File: config.mk
export PLATFORM = sky130hd
export DESIGN_NAME = coin_encoder
export DESIGN_NICKNAME = d
export VERILOG_FILES = /design/src/rtl/coin_encoder.sv
export SDC_FILE = /design/constraint.sdc
export NUM_CORES = 1
export LEC_CHECK = 0
export ABC_AREA = 1
export CAP_MARGIN = 20
export CORE_ASPECT_RATIO = 0.7
export CORE_MARGIN = 4
export CORE_UTILIZATION = 40
export CTS_BUF_LIST = sky130_fd_sc_hd__clkbuf_4
export CTS_CLUSTER_SIZE = 24
export DETAILED_ROUTE_END_ITERATION = 10
export GPL_TIMING_DRIVEN = 0
export PLACE_DENSITY = 0.6
export SYNTH_ARGS = -nofsm -noshare
export SYNTH_HDL_FRONTEND = slang
export SYNTH_SLANG_ARGS = --single-unit
File: constraint.sdc
create_clock -name clk -period 1.93 [get_ports clk]
set_clock_uncertainty 0.1 [all_clocks]
set_input_delay 0.193 -clock clk [delete_from_list [all_inputs] [get_ports clk]]
set_output_delay 0.193 -clock clk [all_outputs]
set_load 0.1 [all_outputs]
File: src/rtl/coin_encoder.sv
// coin_encoder: turns the optical coin-gate beam-break signal into one-cycle
// coin codes for the vending FSM (01 = 5 rs, 10 = 10 rs) or a reject pulse,
// with jam detection and a quiet-gap hold-off between coins.
//
// state    | meaning
// ---------+------------------------------------------------------------
// IDLE     | waiting for a fresh rising edge of the synchronised beam
// MEASURE  | beam blocked, counting high width
// HOLDOFF  | coin classified, waiting for HOLDOFF quiet cycles
// JAM      | beam blocked too long, waiting for HOLDOFF quiet cycles
module coin_encoder #(
  parameter int CNT_W     = 8,
  parameter int MIN5      = 20,
  parameter int MAX5      = 40,
  parameter int MIN10     = 60,
  parameter int MAX10     = 100,
  parameter int JAM_LIMIT = 200,
  parameter int HOLDOFF   = 16
) (
  input  logic       clk,
  input  logic       rst_n,
  input  logic       coin_sense,
  input  logic       accept_en,
  output logic [1:0] coin_out,
  output logic       reject,
  output logic       jam,
  output logic       busy
);

  typedef enum logic [1:0] {S_IDLE, S_MEASURE, S_HOLDOFF, S_JAM} state_t;

  localparam logic [CNT_W-1:0] MIN5_C      = CNT_W'(MIN5);
  localparam logic [CNT_W-1:0] MAX5_C      = CNT_W'(MAX5);
  localparam logic [CNT_W-1:0] MIN10_C     = CNT_W'(MIN10);
  localparam logic [CNT_W-1:0] MAX10_C     = CNT_W'(MAX10);
  localparam logic [CNT_W-1:0] JAM_C       = CNT_W'(JAM_LIMIT);
  localparam logic [CNT_W-1:0] HOLD_LAST_C = CNT_W'(HOLDOFF - 1);
  localparam logic [CNT_W-1:0] ONE_C       = CNT_W'(1);

  state_t           state_q;
  logic [CNT_W-1:0] cnt_q;
  logic [CNT_W-1:0] cnt_inc;
  logic [1:0]       coin_out_q;
  logic             reject_q;

  logic       s1_q;
  logic       s_q;
  logic       s_dly_q;
  logic [1:0] vld_q;
  logic       armed_q;
  logic       rise;
  logic       in5;
  logic       in10;

  // Two-flop synchroniser plus delayed copy. armed_q only sets once a genuine
  // (post-reset) low has been seen, so a beam already blocked when reset
  // releases cannot look like a fresh rise.
  always_ff @(posedge clk or negedge rst_n) begin
    if (!rst_n) begin
      s1_q    <= 1'b0;
      s_q     <= 1'b0;
      s_dly_q <= 1'b0;
      vld_q   <= 2'b00;
      armed_q <= 1'b0;
    end else begin
      s1_q    <= coin_sense;
      s_q     <= s1_q;
      s_dly_q <= s_q;
      vld_q   <= {vld_q[0], 1'b1};
      armed_q <= armed_q | (vld_q[1] & ~s_q);
    end
  end

  assign rise    = armed_q & s_q & ~s_dly_q;
  assign cnt_inc = (cnt_q == '1) ? cnt_q : cnt_q + ONE_C;
  assign in5     = (cnt_q >= MIN5_C) && (cnt_q <= MAX5_C);
  assign in10    = (cnt_q >= MIN10_C) && (cnt_q <= MAX10_C);

  // Sequencer: width measurement, classification, jam and hold-off handling.
  always_ff @(posedge clk or negedge rst_n) begin
    if (!rst_n) begin
      state_q    <= S_IDLE;
      cnt_q      <= '0;
      coin_out_q <= 2'b00;
      reject_q   <= 1'b0;
    end else begin
      coin_out_q <= 2'b00;
      reject_q   <= 1'b0;
      case (state_q)
        S_IDLE: begin
          if (rise) begin
            state_q <= S_MEASURE;
            cnt_q   <= ONE_C;
          end
        end
        S_MEASURE: begin
          if (s_q) begin
            if (cnt_q == JAM_C) begin
              state_q  <= S_JAM;
              reject_q <= 1'b1;
              cnt_q    <= '0;
            end else begin
              cnt_q <= cnt_inc;
            end
          end else begin
            if (accept_en && in5)       coin_out_q <= 2'b01;
            else if (accept_en && in10) coin_out_q <= 2'b10;
            else                        reject_q   <= 1'b1;
            state_q <= S_HOLDOFF;
            cnt_q   <= '0;
          end
        end
        S_HOLDOFF, S_JAM: begin
          if (s_q) begin
            cnt_q <= '0;
          end else if (cnt_q == HOLD_LAST_C) begin
            state_q <= S_IDLE;
            cnt_q   <= '0;
          end else begin
            cnt_q <= cnt_inc;
          end
        end
        default: begin
          state_q <= S_IDLE;
          cnt_q   <= '0;
        end
      endcase
    end
  end

  assign coin_out = coin_out_q;
  assign reject   = reject_q;
  assign jam      = (state_q == S_JAM);
  assign busy     = (state_q != S_IDLE);

endmodule

### Yosys cells after proc, flatten, opt, wreduce, memory -nomap -nowiden

Cells that the tools add are included.
W data, S select, Z words.

| word-level totals | value |
|---|---|
| output and inout bits | 5 |
| input bits | 4 |
| flip-flop bits (word level) | 19 |

| operators by class | value |
|---|---|
| muxes and demuxes | 22 |
| add/sub/neg operators | 1 |
| order comparisons | 4 |
| equal/unequal tests | 10 |
| bitwise logic cells | 6 |
| reductions and logical operators | 8 |

Operator list:

| cell | number |
|---|---|
| $mux W8 | 6 |
| $pmux W8 S3 | 1 |
| $mux W2 | 9 |
| $eq A8 B8 Y1 const B | 2 |
| $add A8 B1 Y8 const B | 1 |
| $eq A8 B4 Y1 const B | 1 |
| $ge A8 B5 Y1 const B | 1 |
| $ge A8 B6 Y1 const B | 1 |
| $le A8 B6 Y1 const B | 1 |
| $le A8 B7 Y1 const B | 1 |
| $ne A2 B2 Y1 const B | 3 |
| $pmux W2 S3 | 1 |
| $mux W1 | 5 |
| $eq A2 B2 Y1 const B | 2 |
| $logic_and A1 B1 Y1 | 4 |
| $reduce_and A4 Y1 | 1 |
| $and A1 B1 Y1 | 3 |
| $ne A3 B3 Y1 const B | 1 |
| $eq A2 B1 Y1 const B | 1 |
| $logic_not A2 Y1 | 1 |
| $not A1 Y1 | 2 |
| $reduce_bool A2 Y1 | 1 |
| $reduce_or A2 Y1 | 1 |
| $or A1 B1 Y1 | 1 |

### Logic depth before layout (Yosys ltp)

| depth | value |
|---|---|
| depth in word-level cells | 7 |
| depth in mapped cells | 9 |

### Worst setup path after synthesis

OpenSTA, ideal clock, no wires.

| timing path | value |
|---|---|
| path type | register to register |
| start point | reg cnt_q[0] |
| end point | reg cnt_q[0] |
| path buffers | 0 |
| setup slack | 0.509 ns |
| cell stages (with the launch flop) | 8 |
| arrival | 1.205 ns |
| path through | dfrtp_1 -> ha_1 -> inv_1 -> nor3_4 -> nand2_4 -> xor2_1 -> nand2_1 -> nand2_1 |

| on the way | value |
|---|---|
| cells in the longest elaborated chain, start to end | 5 |

Ends and longest elaborated chain:

| item | RTL line | RTL |
|---|---|---|
| start, declared | 41 | `logic [CNT_W-1:0] cnt_q;` |
| start signal, assigned | 103 | `cnt_q <= cnt_inc;` |
| start signal, assigned | 120 | `cnt_q <= cnt_inc;` |
| $add A8 B1 Y8 / $eq A8 B8 Y1 (equally long branches) | 75 | `assign cnt_inc = (cnt_q == '1) ? cnt_q : cnt_q + ONE_C;` |
| $mux W8 | 75 |  |
| $mux W8 (on tied branches) | 116, 98 |  |
| $mux W8 (on tied branches) | 114, 97 |  |
| $pmux W8 S3 * | 89 | `case (state_q)` |

Mark *: on every way between the ends. The rest lies on a longest branch, timed or not.
A chain may end at the register's enable or synchronous reset.

### Worst setup path in the final report

| timing path | value |
|---|---|
| start point | reg coin_out_q[1] (netlist: coin_out[1]) |
| end point | out coin_out[1] |

RTL lines:

| item | RTL line | RTL |
|---|---|---|
| start, declared | 43 | `logic [1:0] coin_out_q;` |
| start signal, assigned | 84 | `coin_out_q <= 2'b00;` |
| start signal, assigned | 87 | `coin_out_q <= 2'b00;` |
| start signal, assigned | 106 | `if (accept_en && in5) coin_out_q <= 2'b01;` |
| end, declared | 24 | `output logic [1:0] coin_out,` |

No word-level cell between the ends.

==> results.yml <==
pwr:
  power.static_leakage_nw: 0.675
  totalPowerFinal_w: 0.00120
  vdd_ir_drop_max_mv: 0.592
  power_density_nw_per_um2: 1000
setup_path:
  critical_path.startpoint_type: "flip-flop"
  setup.worst_path.end_class: "output port"
  crit_path_start: "coin_out[1]"
  worst-endpoint-required_ns: 1.64
  crit_cells: 1
  rrSetupSlack_ns: 0.34
  crit_path_max_incr_delay_ns: 0.84
  endpoint: "coin_out[1]"
  cpMaxStageDelayCell: "sky130_fd_sc_hd__dlygate4sd2_1"
  arrival_ns: 1.49
  crit_path_cell_trace: "dlygate4sd2_1"
  r2r_start: "cnt_q[0]"
  depth_of_the_worst_register_to_register_path: 9
  path_max_fanout: 1
  worstPathBufferInverterCount: 1
  path_class: "flip-flop to output port"
  crit-reg2reg-capture: "cnt_q[7]"
  path_delay_family: "buffers and inverters"
sta:
  fmaxAchievable_ghz: 0.560
  relSlewSlack_pct: 36.8
  final.min_clock_period_ns: 1.78
  rsz0062_at_grt: "no"
  setup_viol_count_final: 0
  layout_worst_path_cycle_share_pct: 92.5
  slew_worst_pin_ns: 0.952
  timing.final.ws_setup_ns: 0.145
  hold_violations: 0
  drv_slew: 0
clocking:
  cts_buffers: 3
  cts_htree_levels: 1
  latest_clock_arrival_within_the_worst_skew_pair_ns: 0.31
  clockRootBuffer: "sky130_fd_sc_hd__clkbuf_4"
  ctsHoldBuffers: 0
  clockBufferDepth: 2
  cts.sink_count: 19
  clock_tree_from_tritoncts: "done"
  clk_pin_slew_worst_paths_ns: 0.12
floorplanning:
  floorplan.die.width_um: 69.5
  floorplan.core_area_um2: 2500
  chipHeight_um: 51.0
  initial_standard_cell_utilization_of_the_core_pct: 42.4
  die_footprint_um2: 3550
  floorplan.rows: 15
  ioPinCount: 9
detailed_routing:
  wirelength_mm: 2.10
  route.detailed.wl_per_inst_um: 10.8
  drt_pass1_iterations: 4
  postRouteAntennaNets: 0
  drtIter0Drc: 42
  route.detailed.drc: 0
  vias: 915
  detail_route.vias_per_cell: 4.72
synth:
  sequential_share_of_the_synthesized_area_pct: 44.9
  yosysUniqueCellTypes: 19
  synthesis.yosys.warnings: 0
  synth-seq-cells: 19
  avgSynthCellArea_um2: 7.15
  post_synth_inst_count: 148
  synth_fp_nets: 154
  netlist_area_um2: 1060
placed_design:
  post-place-ws_ns: -0.0370
  port-buffer-count: 8
  dp_cells: 190
  gp_congestion: 0.852
  detailed_place_hpwl_mm: 1.56
layout:
  finished_layout_cells: 194
  antenna_cells: 0
  final_util_pct: 48.1
  seqCellArea_um2: 475
  ratio_of_cells_with_drive_above_1_in_the_final_layout_pct: 7.50
  areaGrowthSynthToFinish_pct: 13.5
  fill_cells: 252
  multi_input_area_um2: 508
  final_net_count: 167
hold_path:
  hold_path_class: "input port to flip-flop"
grt:
  grt_antenna_before_repair: 0
  grt_start_max_net_pins: 20
  total_global_route_track_usage_pct: 13.1
  via_count_of_the_first_global_routing_pass: 792
  globalRouteOverflowTotal: 0
  grt_pass1_wl_mm: 3.57
status:
  run_status: "finished, final reports clean"
flow_run:
  timing.max_cap.violations: 0
[report_power, final]
part / switching, W / internal (W)
Sequential: 0.0000557 / 0.000449
Combinational: 0.000359 / 0.000131
Clock: 0.000132 / 0.0000774
Total: 0.000547 / 0.000657
[registers in the layout (all words and copies together) (netlist names)]
name,flops
s_q,1
reject,1
armed_q,1
s1_q,1
cnt_q,8
vld_q,2
state_q,2
s_dly_q,1
coin_out,2
[synth_stat cells (all sizes together)]
| library cell | instances | share of area [%] |
|---|---|---|
| a21oi | 2 | 0.95 |
| conb | 1 | 0.35 |
| dfrtp | 19 | 45 |
| ha | 2 | 2.4 |
| inv | 20 | 7.1 |
| nand2 | 58 | 22 |
| nand3 | 10 | 4.7 |
| nand4 | 1 | 0.59 |
| nor2 | 19 | 6.7 |
| nor3 | 3 | 2.5 |
| nor4 | 1 | 0.59 |
| o21ai | 7 | 3.3 |
| or2 | 2 | 1.2 |
| xnor2 | 1 | 0.83 |
| xor2 | 2 | 1.7 |
[placed cells by master, fill, tap and decap left out]
master                            synthesis  layout
sky130_fd_sc_hd__clkdlybuf4s50_1          0       3
sky130_fd_sc_hd__dlygate4sd2_1            0       3
sky130_fd_sc_hd__or2_2                    2       2
sky130_fd_sc_hd__nand2_4                  2       2
sky130_fd_sc_hd__nor3_4                   1       1
sky130_fd_sc_hd__a21oi_1                  2       2
sky130_fd_sc_hd__nor3_1                   2       2
sky130_fd_sc_hd__xor2_1                   2       2
sky130_fd_sc_hd__xnor2_1                  1       1
sky130_fd_sc_hd__o21ai_0                  6       6
sky130_fd_sc_hd__nand2_1                 55      55
sky130_fd_sc_hd__clkdlybuf4s15_2          0       1
sky130_fd_sc_hd__dfrtp_1                 19      19
sky130_fd_sc_hd__nand4_1                  1       1
sky130_fd_sc_hd__nand2_2                  1       1
sky130_fd_sc_hd__clkbuf_2                 0       1
sky130_fd_sc_hd__ha_1                     2       2
sky130_fd_sc_hd__nor2_1                  19      19
sky130_fd_sc_hd__clkbuf_4                 0       3
sky130_fd_sc_hd__nor4_1                   1       1
sky130_fd_sc_hd__inv_1                   20      20
sky130_fd_sc_hd__o21ai_1                  1       1
sky130_fd_sc_hd__nand3_1                 10      10
sky130_fd_sc_hd__clkinv_2                 0       1
sky130_fd_sc_hd__conb_1                   1       1
[cells by family after synthesis]
group / synth area share [%]
AO/OA/AOI/OAI: 4.26
adder cells (fa/ha/maj): 2.36
XOR/XNOR: 2.48
AND/OR/NAND/NOR: 38.5
other: 0.354
flip-flops: 44.9
buffers and inverters: 7.09
[how the worst min path moves through the flow]
stage               startpoint       end  depth (start not counted)  slack (ns)
floorplan                rst_n   armed_q                          0       -0.20
global placement          s1_q       s_q                          0        0.23
detailed placement    vld_q[0]  vld_q[1]                          0        0.23
CTS                 coin_sense      s1_q                          1        0.21
global route        coin_sense      s1_q                          1        0.20
finish              coin_sense      s1_q                          1        0.22
[final cells by class]
cell class                      instances  share of cell area (%)
Clock inverter                          1                   0.417
Timing Repair Buffer                    8                    6.04
Clock buffer                            3                    1.88
Tap cell                               34                    3.54
Multi-Input combinational cell        109                    42.3
Sequential cell                        19                    39.6
Inverter                               20                    6.25
[stage by stage]
| stage | setup TNS, ns | hold slack [ns] | instance area [µm²] |
|---|---|---|---|
| after floorplan | 0 | -0.203 | 1060 |
| final | 0 | 0.222 | 1200 |
| after CTS | -0.115 | 0.210 | 1200 |
| after detailed placement | -0.0370 | 0.235 | 1180 |
| after global routing | 0 | 0.199 | 1200 |
| after global placement | -0.0311 | 0.233 | 1180 |
[metal layers]
layer	wire [µm]	GRT usage, %	vias up
li1	-	-	480
met1	1100	17.9	410
met3	95	4.72	4
met2	876	18.8	21
met5	0	0	-
met4	25	4.87	0
[what timing repair did]
| action | 4_1_cts | 5_1_grt |
|---|---|---|
| hold endpoints to repair | 0 | 0 |
| resized for setup | 7 | 2 |
| pin swaps | 0 | 0 |
| endpoints found under the setup margin | 5 | 1 |
| buffers inserted | 0 | 0 |
Power figures use the tool's default switching activity.
